$ cat config.mk
export PLATFORM = sky130hd
export DESIGN_NAME = load_store_unit_flat
export DESIGN_NICKNAME = d
export VERILOG_FILES = /design/src/rtl/lsu_pkg.sv /design/src/rtl/load_store_unit_if.sv /design/src/rtl/lsu_align.sv /design/src/rtl/load_store_unit.sv /design/src/flat_wrapper.sv
export SDC_FILE = /design/constraint.sdc
export NUM_CORES = 1
export LEC_CHECK = 0
export ABC_AREA = 1
export CAP_MARGIN = 20
export CORE_MARGIN = 2
export CORE_UTILIZATION = 47
export DETAILED_ROUTE_END_ITERATION = 6
export GPL_ROUTABILITY_DRIVEN = 0
export GPL_TIMING_DRIVEN = 0
export PLACE_DENSITY = 0.78
export SLEW_MARGIN = 0
export SYNTH_ARGS = -nofsm -noshare
export SYNTH_HDL_FRONTEND = slang
export SYNTH_HIERARCHICAL = 1
export SYNTH_SLANG_ARGS = --single-unit
$ cat constraint.sdc
create_clock -name clk -period 4.51 [get_ports clk]
set_input_delay 1.1275 -clock clk [delete_from_list [all_inputs] [get_ports clk]]
set_output_delay 1.1275 -clock clk [all_outputs]
set_load 0.05 [all_outputs]
$ cat src/rtl/lsu_pkg.sv
// lsu_pkg: shared types and constants for the load/store unit.
package lsu_pkg;

    typedef enum logic [1:0] {
        ST_IDLE,
        ST_BUSY,
        ST_DONE,
        ST_ERR
    } lsu_state_t;

    // funct3 encodings (inst[14:12]); bits [1:0] give the access size
    localparam logic [2:0] F3_B  = 3'b000;
    localparam logic [2:0] F3_H  = 3'b001;
    localparam logic [2:0] F3_W  = 3'b010;
    localparam logic [2:0] F3_BU = 3'b100;
    localparam logic [2:0] F3_HU = 3'b101;

    localparam int DEFAULT_TIMEOUT = 255;

    // True when the funct3/offset pair is a legal, naturally aligned access
    function automatic logic access_legal(input logic       is_load,
                                          input logic [2:0] f3,
                                          input logic [1:0] offset);
        logic ok;
        ok = 1'b0;
        case (f3)
            F3_B:    ok = 1'b1;
            F3_H:    ok = ~offset[0];
            F3_W:    ok = (offset == 2'b00);
            F3_BU:   ok = is_load;
            F3_HU:   ok = is_load & ~offset[0];
            default: ok = 1'b0;
        endcase
        return ok;
    endfunction

endpackage

$ cat src/rtl/load_store_unit_if.sv
// load_store_unit_if: word-addressed valid/ready memory bus between the LSU and memory.
interface load_store_unit_if;
    logic        bus_valid;
    logic        bus_we;
    logic [31:0] bus_addr;
    logic [31:0] bus_wdata;
    logic [3:0]  bus_be;
    logic        bus_ready;
    logic [31:0] bus_rdata;

    modport master (
        output bus_valid, bus_we, bus_addr, bus_wdata, bus_be,
        input  bus_ready, bus_rdata
    );

    modport slave (
        input  bus_valid, bus_we, bus_addr, bus_wdata, bus_be,
        output bus_ready, bus_rdata
    );
endinterface

$ cat src/rtl/lsu_align.sv
// lsu_align: byte-lane steering for stores and byte/halfword extraction with extension for loads.
module lsu_align
    import lsu_pkg::*;
(
    input  logic [1:0]  st_size,
    input  logic [1:0]  st_offset,
    input  logic [31:0] st_data,
    output logic [3:0]  st_be,
    output logic [31:0] st_lanes,
    input  logic [2:0]  ld_funct3,
    input  logic [1:0]  ld_offset,
    input  logic [31:0] ld_word,
    output logic [31:0] ld_result
);
    logic [31:0] ld_shifted;
    logic [7:0]  ld_byte;
    logic [15:0] ld_half;

    assign ld_shifted = ld_word >> {ld_offset, 3'b000};
    assign ld_byte    = ld_shifted[7:0];
    assign ld_half    = ld_offset[1] ? ld_word[31:16] : ld_word[15:0];

    // Replicate narrow store data across all lanes and enable only the addressed bytes
    always_comb begin
        st_be    = 4'b1111;
        st_lanes = st_data;
        case (st_size)
            2'b00: begin
                st_be    = 4'b0001 << st_offset;
                st_lanes = {4{st_data[7:0]}};
            end
            2'b01: begin
                st_be    = st_offset[1] ? 4'b1100 : 4'b0011;
                st_lanes = {2{st_data[15:0]}};
            end
            default: begin
                st_be    = 4'b1111;
                st_lanes = st_data;
            end
        endcase
    end

    // Pick the addressed byte/halfword and sign- or zero-extend it to 32 bits
    always_comb begin
        ld_result = ld_word;
        case (ld_funct3)
            F3_B:    ld_result = {{24{ld_byte[7]}}, ld_byte};
            F3_H:    ld_result = {{16{ld_half[15]}}, ld_half};
            F3_BU:   ld_result = {24'h0, ld_byte};
            F3_HU:   ld_result = {16'h0, ld_half};
            default: ld_result = ld_word;
        endcase
    end
endmodule

$ cat src/rtl/load_store_unit.sv
// load_store_unit: runs one load or store per instruction over the memory bus, stalling the
// datapath until it retires; misaligned/illegal accesses and bus timeouts latch a sticky error.
module load_store_unit
    import lsu_pkg::*;
#(
    parameter int TIMEOUT = DEFAULT_TIMEOUT
) (
    input  logic              clk,
    input  logic              rst,
    input  logic              mem_read,
    input  logic              mem_write,
    input  logic [2:0]        funct3,
    input  logic [31:0]       addr,
    input  logic [31:0]       wdata,
    output logic [31:0]       rdata,
    output logic              stall,
    output logic              lsu_err,
    load_store_unit_if.master bus
);
    localparam int CW = $clog2(TIMEOUT + 1);

    lsu_state_t    state;
    logic [CW-1:0] wait_cnt;
    logic [2:0]    funct3_q;
    logic [1:0]    offset_q;
    logic          req_any;
    logic          is_load;
    logic          is_store;
    logic          req_ok;
    logic [3:0]    st_be;
    logic [31:0]   st_lanes;
    logic [31:0]   ld_result;

    assign req_any  = mem_read | mem_write;
    assign is_load  = mem_read & ~mem_write;
    assign is_store = mem_write & ~mem_read;
    assign req_ok   = (is_load | is_store) && access_legal(is_load, funct3, addr[1:0]);

    lsu_align u_align (
        .st_size   (funct3[1:0]),
        .st_offset (addr[1:0]),
        .st_data   (wdata),
        .st_be     (st_be),
        .st_lanes  (st_lanes),
        .ld_funct3 (funct3_q),
        .ld_offset (offset_q),
        .ld_word   (bus.bus_rdata),
        .ld_result (ld_result)
    );

    // Hold the datapath from the request cycle until DONE; a faulted unit stalls forever
    always_comb begin
        stall = 1'b0;
        case (state)
            ST_IDLE:         stall = req_any;
            ST_BUSY, ST_ERR: stall = 1'b1;
            default:         stall = 1'b0;
        endcase
    end

    // Request capture, bus handshake, timeout watchdog and load write-back
    always_ff @(posedge clk or posedge rst) begin
        if (rst) begin
            state         <= ST_IDLE;
            wait_cnt      <= '0;
            funct3_q      <= 3'b000;
            offset_q      <= 2'b00;
            rdata         <= 32'h0;
            lsu_err       <= 1'b0;
            bus.bus_valid <= 1'b0;
            bus.bus_we    <= 1'b0;
            bus.bus_addr  <= 32'h0;
            bus.bus_be    <= 4'b0000;
            bus.bus_wdata <= 32'h0;
        end else begin
            case (state)
                ST_IDLE: begin
                    if (req_any) begin
                        if (req_ok) begin
                            state         <= ST_BUSY;
                            wait_cnt      <= '0;
                            funct3_q      <= funct3;
                            offset_q      <= addr[1:0];
                            bus.bus_valid <= 1'b1;
                            bus.bus_we    <= is_store;
                            bus.bus_addr  <= {addr[31:2], 2'b00};
                            bus.bus_be    <= st_be;
                            bus.bus_wdata <= st_lanes;
                        end else begin
                            state   <= ST_ERR;
                            lsu_err <= 1'b1;
                        end
                    end
                end
                ST_BUSY: begin
                    if (bus.bus_ready) begin
                        state         <= ST_DONE;
                        bus.bus_valid <= 1'b0;
                        if (!bus.bus_we) begin
                            rdata <= ld_result;
                        end
                    end else if (wait_cnt == CW'(TIMEOUT - 1)) begin
                        state         <= ST_ERR;
                        lsu_err       <= 1'b1;
                        bus.bus_valid <= 1'b0;
                    end else begin
                        wait_cnt <= wait_cnt + CW'(1);
                    end
                end
                ST_DONE: state <= ST_IDLE;
                default: state <= ST_ERR;
            endcase
        end
    end
endmodule

$ cat src/flat_wrapper.sv
// flat-port wrapper written by rule: the top's interface ports become plain ports
module load_store_unit_flat import lsu_pkg::*;
#(
    parameter int TIMEOUT = DEFAULT_TIMEOUT
)
  (clk, rst, mem_read, mem_write, funct3, addr, wdata, rdata, stall, lsu_err, bus_bus_valid, bus_bus_we, bus_bus_addr, bus_bus_wdata, bus_bus_be, bus_bus_ready, bus_bus_rdata);
  load_store_unit_if bus_i ();
  input  logic clk;
  input  logic rst;
  input  logic mem_read;
  input  logic mem_write;
  input  logic [2:0] funct3;
  input  logic [31:0] addr;
  input  logic [31:0] wdata;
  output logic [31:0] rdata;
  output logic stall;
  output logic lsu_err;
  output wire logic [$bits(bus_i.bus_valid)-1:0] bus_bus_valid;
  output wire logic [$bits(bus_i.bus_we)-1:0] bus_bus_we;
  output wire logic [$bits(bus_i.bus_addr)-1:0] bus_bus_addr;
  output wire logic [$bits(bus_i.bus_wdata)-1:0] bus_bus_wdata;
  output wire logic [$bits(bus_i.bus_be)-1:0] bus_bus_be;
  input wire logic [$bits(bus_i.bus_ready)-1:0] bus_bus_ready;
  input wire logic [$bits(bus_i.bus_rdata)-1:0] bus_bus_rdata;
  assign bus_bus_valid = bus_i.bus_valid;
  assign bus_bus_we = bus_i.bus_we;
  assign bus_bus_addr = bus_i.bus_addr;
  assign bus_bus_wdata = bus_i.bus_wdata;
  assign bus_bus_be = bus_i.bus_be;
  assign bus_i.bus_ready = bus_bus_ready;
  assign bus_i.bus_rdata = bus_bus_rdata;
  load_store_unit #(.TIMEOUT(TIMEOUT)) u_core (.clk(clk), .rst(rst), .mem_read(mem_read), .mem_write(mem_write), .funct3(funct3), .addr(addr), .wdata(wdata), .rdata(rdata), .stall(stall), .lsu_err(lsu_err), .bus(bus_i));
endmodule
==> flow_metrics.tcl <==
set metrics [dict create \
    max_clock_freq_mhz 241 \
    drt_pass1_iterations 7 \
    via_per_inst 4.87 \
    dp_hpwl_microns 13200 \
    grt_use_met3 0.0817 \
    timing.final.crit_share 0.918 \
    hold_ws_ns 0.462 \
    min_period_ns 4.14 \
    layout_common_cells "nand2_1 (252), clkdlybuf4s50_1 (205), dfrtp_1 (116)" \
    pin_count 208 \
    synth-main-ff-cell "dfrtp_1" \
    path_max_fanout 2 \
    final_common_cell "nand2_1" \
    ys_warn_count 6 \
    wl_microns 17600 \
    synth_cell_types 39 \
    cp-end-kind "output pin" \
    clock_path_buffers 2 \
    routedWlPerCell_microns 14.7 \
    arrival_ns 3.01 \
    fin_nets 1118 \
    worst_slew_pin_slew_ns 0.568 \
    worstSetupPathType "primary input to output pin" \
    startpoint_type "primary input" \
    grt_pass1_vias 5846 \
    syn_avg_cell_area_sq_um 8.02 \
    powerDensity_nw_per_um2 724 \
    ys_ff_latch 116 \
    clock_power_share 0.205 \
    fin_worst_skew_ns 0.0109 \
    synthesis.area_sq_um 6280 \
    power_switching_mw 3.03 \
    met2_usage 0.426 \
    status "finished clean" \
    grt.total_usage 0.260 \
    vias 5823 \
    cp-startpoint "mem_read" \
    start_util 0.478 \
    setup_viol 0 \
    die_w_microns 120 \
    post-route-drc-count 0 \
    slew_violations 0 \
    synthCells 783 \
    die_area_sq_um 14300 \
    async_flop_share 1.00 \
    cts_tree "done" \
    final-seq-area_sq_um 2900 \
    path_clk_slew_ns 0.05 \
    grt_first_pass_wirelength_microns 29200 \
    portBuffers 205 \
    relSlewSlack 0.620 \
    busiest_layer "met2" \
    critPathMaxStageDelay_ns 0.83 \
    crit_slowest_cell "clkdlybuf4s50_1" \
    swShare 0.456 \
    crit_chain "clkdlybuf4s50_1 > inv_1 > ha_1 > inv_1 > nand2_1 > nand2_1 > clkdlybuf4s50_1" \
    antenna_left 0 \
    maxCapViolations 0 \
    initialDrtViolationCount 404 \
    p_int_mw 3.61 \
    power_frac_comb 0.537 \
    synth_edf_count 0 \
    yosysSeqAreaShare 0.462 \
    cts_made_buffers 17 \
    seqPwrFrac 0.258 \
    final.setup.tns_ns 0 \
    cts_sinks 116 \
    num_rows 42 \
    rsz0062_at_grt "no" \
    die_y_microns 120 \
    grt.met1_usage 0.320 \
    ir_drop_uv 423 \
    hold_buffers 0 \
    p_leak_nw 4.57 \
    hold_viol 0 \
    layout-drive-gt1-share 0.0922 \
    h-tree-depth 4 \
    cts.repair.resized 0 \
    nFillCells 1073 \
    reg2reg_from "u_core/funct3_q[1]" \
    grt-ovfl-total 0 \
    required_ns 3.38 \
    worst_skew_pair.late_latency_ns 0.41 \
    diodes 0 \
    grt_start_max_net_pins 68 \
    coreArea_sq_um 13100 \
    worstHoldPathType "flop to flop" \
    multi_input_area_sq_um 2590 \
    area_delta_synth_final_pct 46.2 \
    min_from "u_core/lsu_err" \
    antenna_found_initial 0 \
    post_cts_buffers 0 \
    cts_root_buf "clkbuf_16" \
]
flip-flops by register name (all words and copies together), names as in the netlist:
signal and flops:
u_core/wait_cnt 8, u_core/bus.bus_we 1, u_core/bus.bus_valid 1, u_core/state 2
u_core/bus.bus_addr 30, u_core/rdata 32, u_core/funct3_q 3, u_core/offset_q 2
u_core/bus.bus_wdata 32, u_core/bus.bus_be 4, u_core/lsu_err 1
per-layer routing:
layer | routed length, microns | share of wire | vias to the layer above
met5 | 0 | 0 | -
li1 | - | - | 2894
met4 | 454 | 0.026 | 0
met2 | 8500 | 0.48 | 227
met1 | 7140 | 0.41 | 2665
met3 | 1460 | 0.083 | 37
synthesized netlist by cell type, drive strengths merged, types with 4 or more instances:
cell type / count / area share
nand3: 63 / 0.055
o211ai: 4 / 0.0048
dfrtp: 116 / 0.46
inv: 119 / 0.072
o21ai: 86 / 0.070
a22oi: 7 / 0.0084
buf: 31 / 0.046
ha: 5 / 0.010
or2: 7 / 0.0070
clkbuf: 13 / 0.0078
mux2: 32 / 0.057
nor2: 27 / 0.019
nand2: 261 / 0.16
path summary, 6_finish.rpt:
kind,cells after the start,slack [ns],to
setup / recovery,7,0.37,stall
hold reg to reg,2,0.46,u_core/lsu_err
hold / removal,2,0.46,u_core/lsu_err
setup reg to reg,5,2.88,u_core/rdata[14]
min in group asynchronous,2,1.12,u_core/bus.bus_addr[17]
max in group asynchronous,3,2.71,u_core/rdata[26]
power groups by stage:
stage	combinational (mW)	sequential [mW]	clock (mW)
final	3.56	1.71	1.37
after detailed placement	3.56	1.72	0
after CTS	3.58	1.72	1.39
after global routing	3.79	1.77	1.44
after floorplan	1.02	3.04	0
after global placement	3.52	1.71	0
layout make-up:
class,instances,area share
flip-flops and latches,116,0.316
multi-input cells,505,0.282
repair buffers,206,0.226
clock buffers,26,0.0544
inverters,119,0.0500
plain buffers,44,0.0367
well taps,176,0.0240
clock inverters,4,0.0104
logic make-up (layout without fill, tap and decap cells):
family	Yosys count	after routing	synth area share
DFF	116	116	0.462
and+or+nand+nor	364	364	0.254
AOI/OAI and AO/OA	100	100	0.0867
muxes	32	32	0.0574
other	1	2	0.000597
adders and majority gates	5	5	0.00996
xor gates and xnor gates	2	2	0.00279
buffers and inverters	163	399	0.126
metrics by stage:
step / area (sq um) / power [mW] / utilization / worst slack, ns / instances
floorplan: 6280 / 4.06 / - / 0.310 / 784
global placement: 8560 / 5.24 / 0.651 / -1.48 / 1165
detailed placement: 8590 / 5.28 / 0.654 / 0.396 / 1166
CTS: 9180 / 6.69 / 0.699 / 0.363 / 1196
global route: 9180 / 7.00 / 0.699 / 0.290 / 1196
finish: 9180 / 6.64 / 0.699 / 0.368 / 1196
critical path, delay by kind of cell:
family / cells / cell delay [ns]
buffers and inverters: 4 / 1.50
adder cells (fa/ha/maj): 1 / 0.20
AND/OR/NAND/NOR: 2 / 0.18
Power figures use the tool's default switching activity.
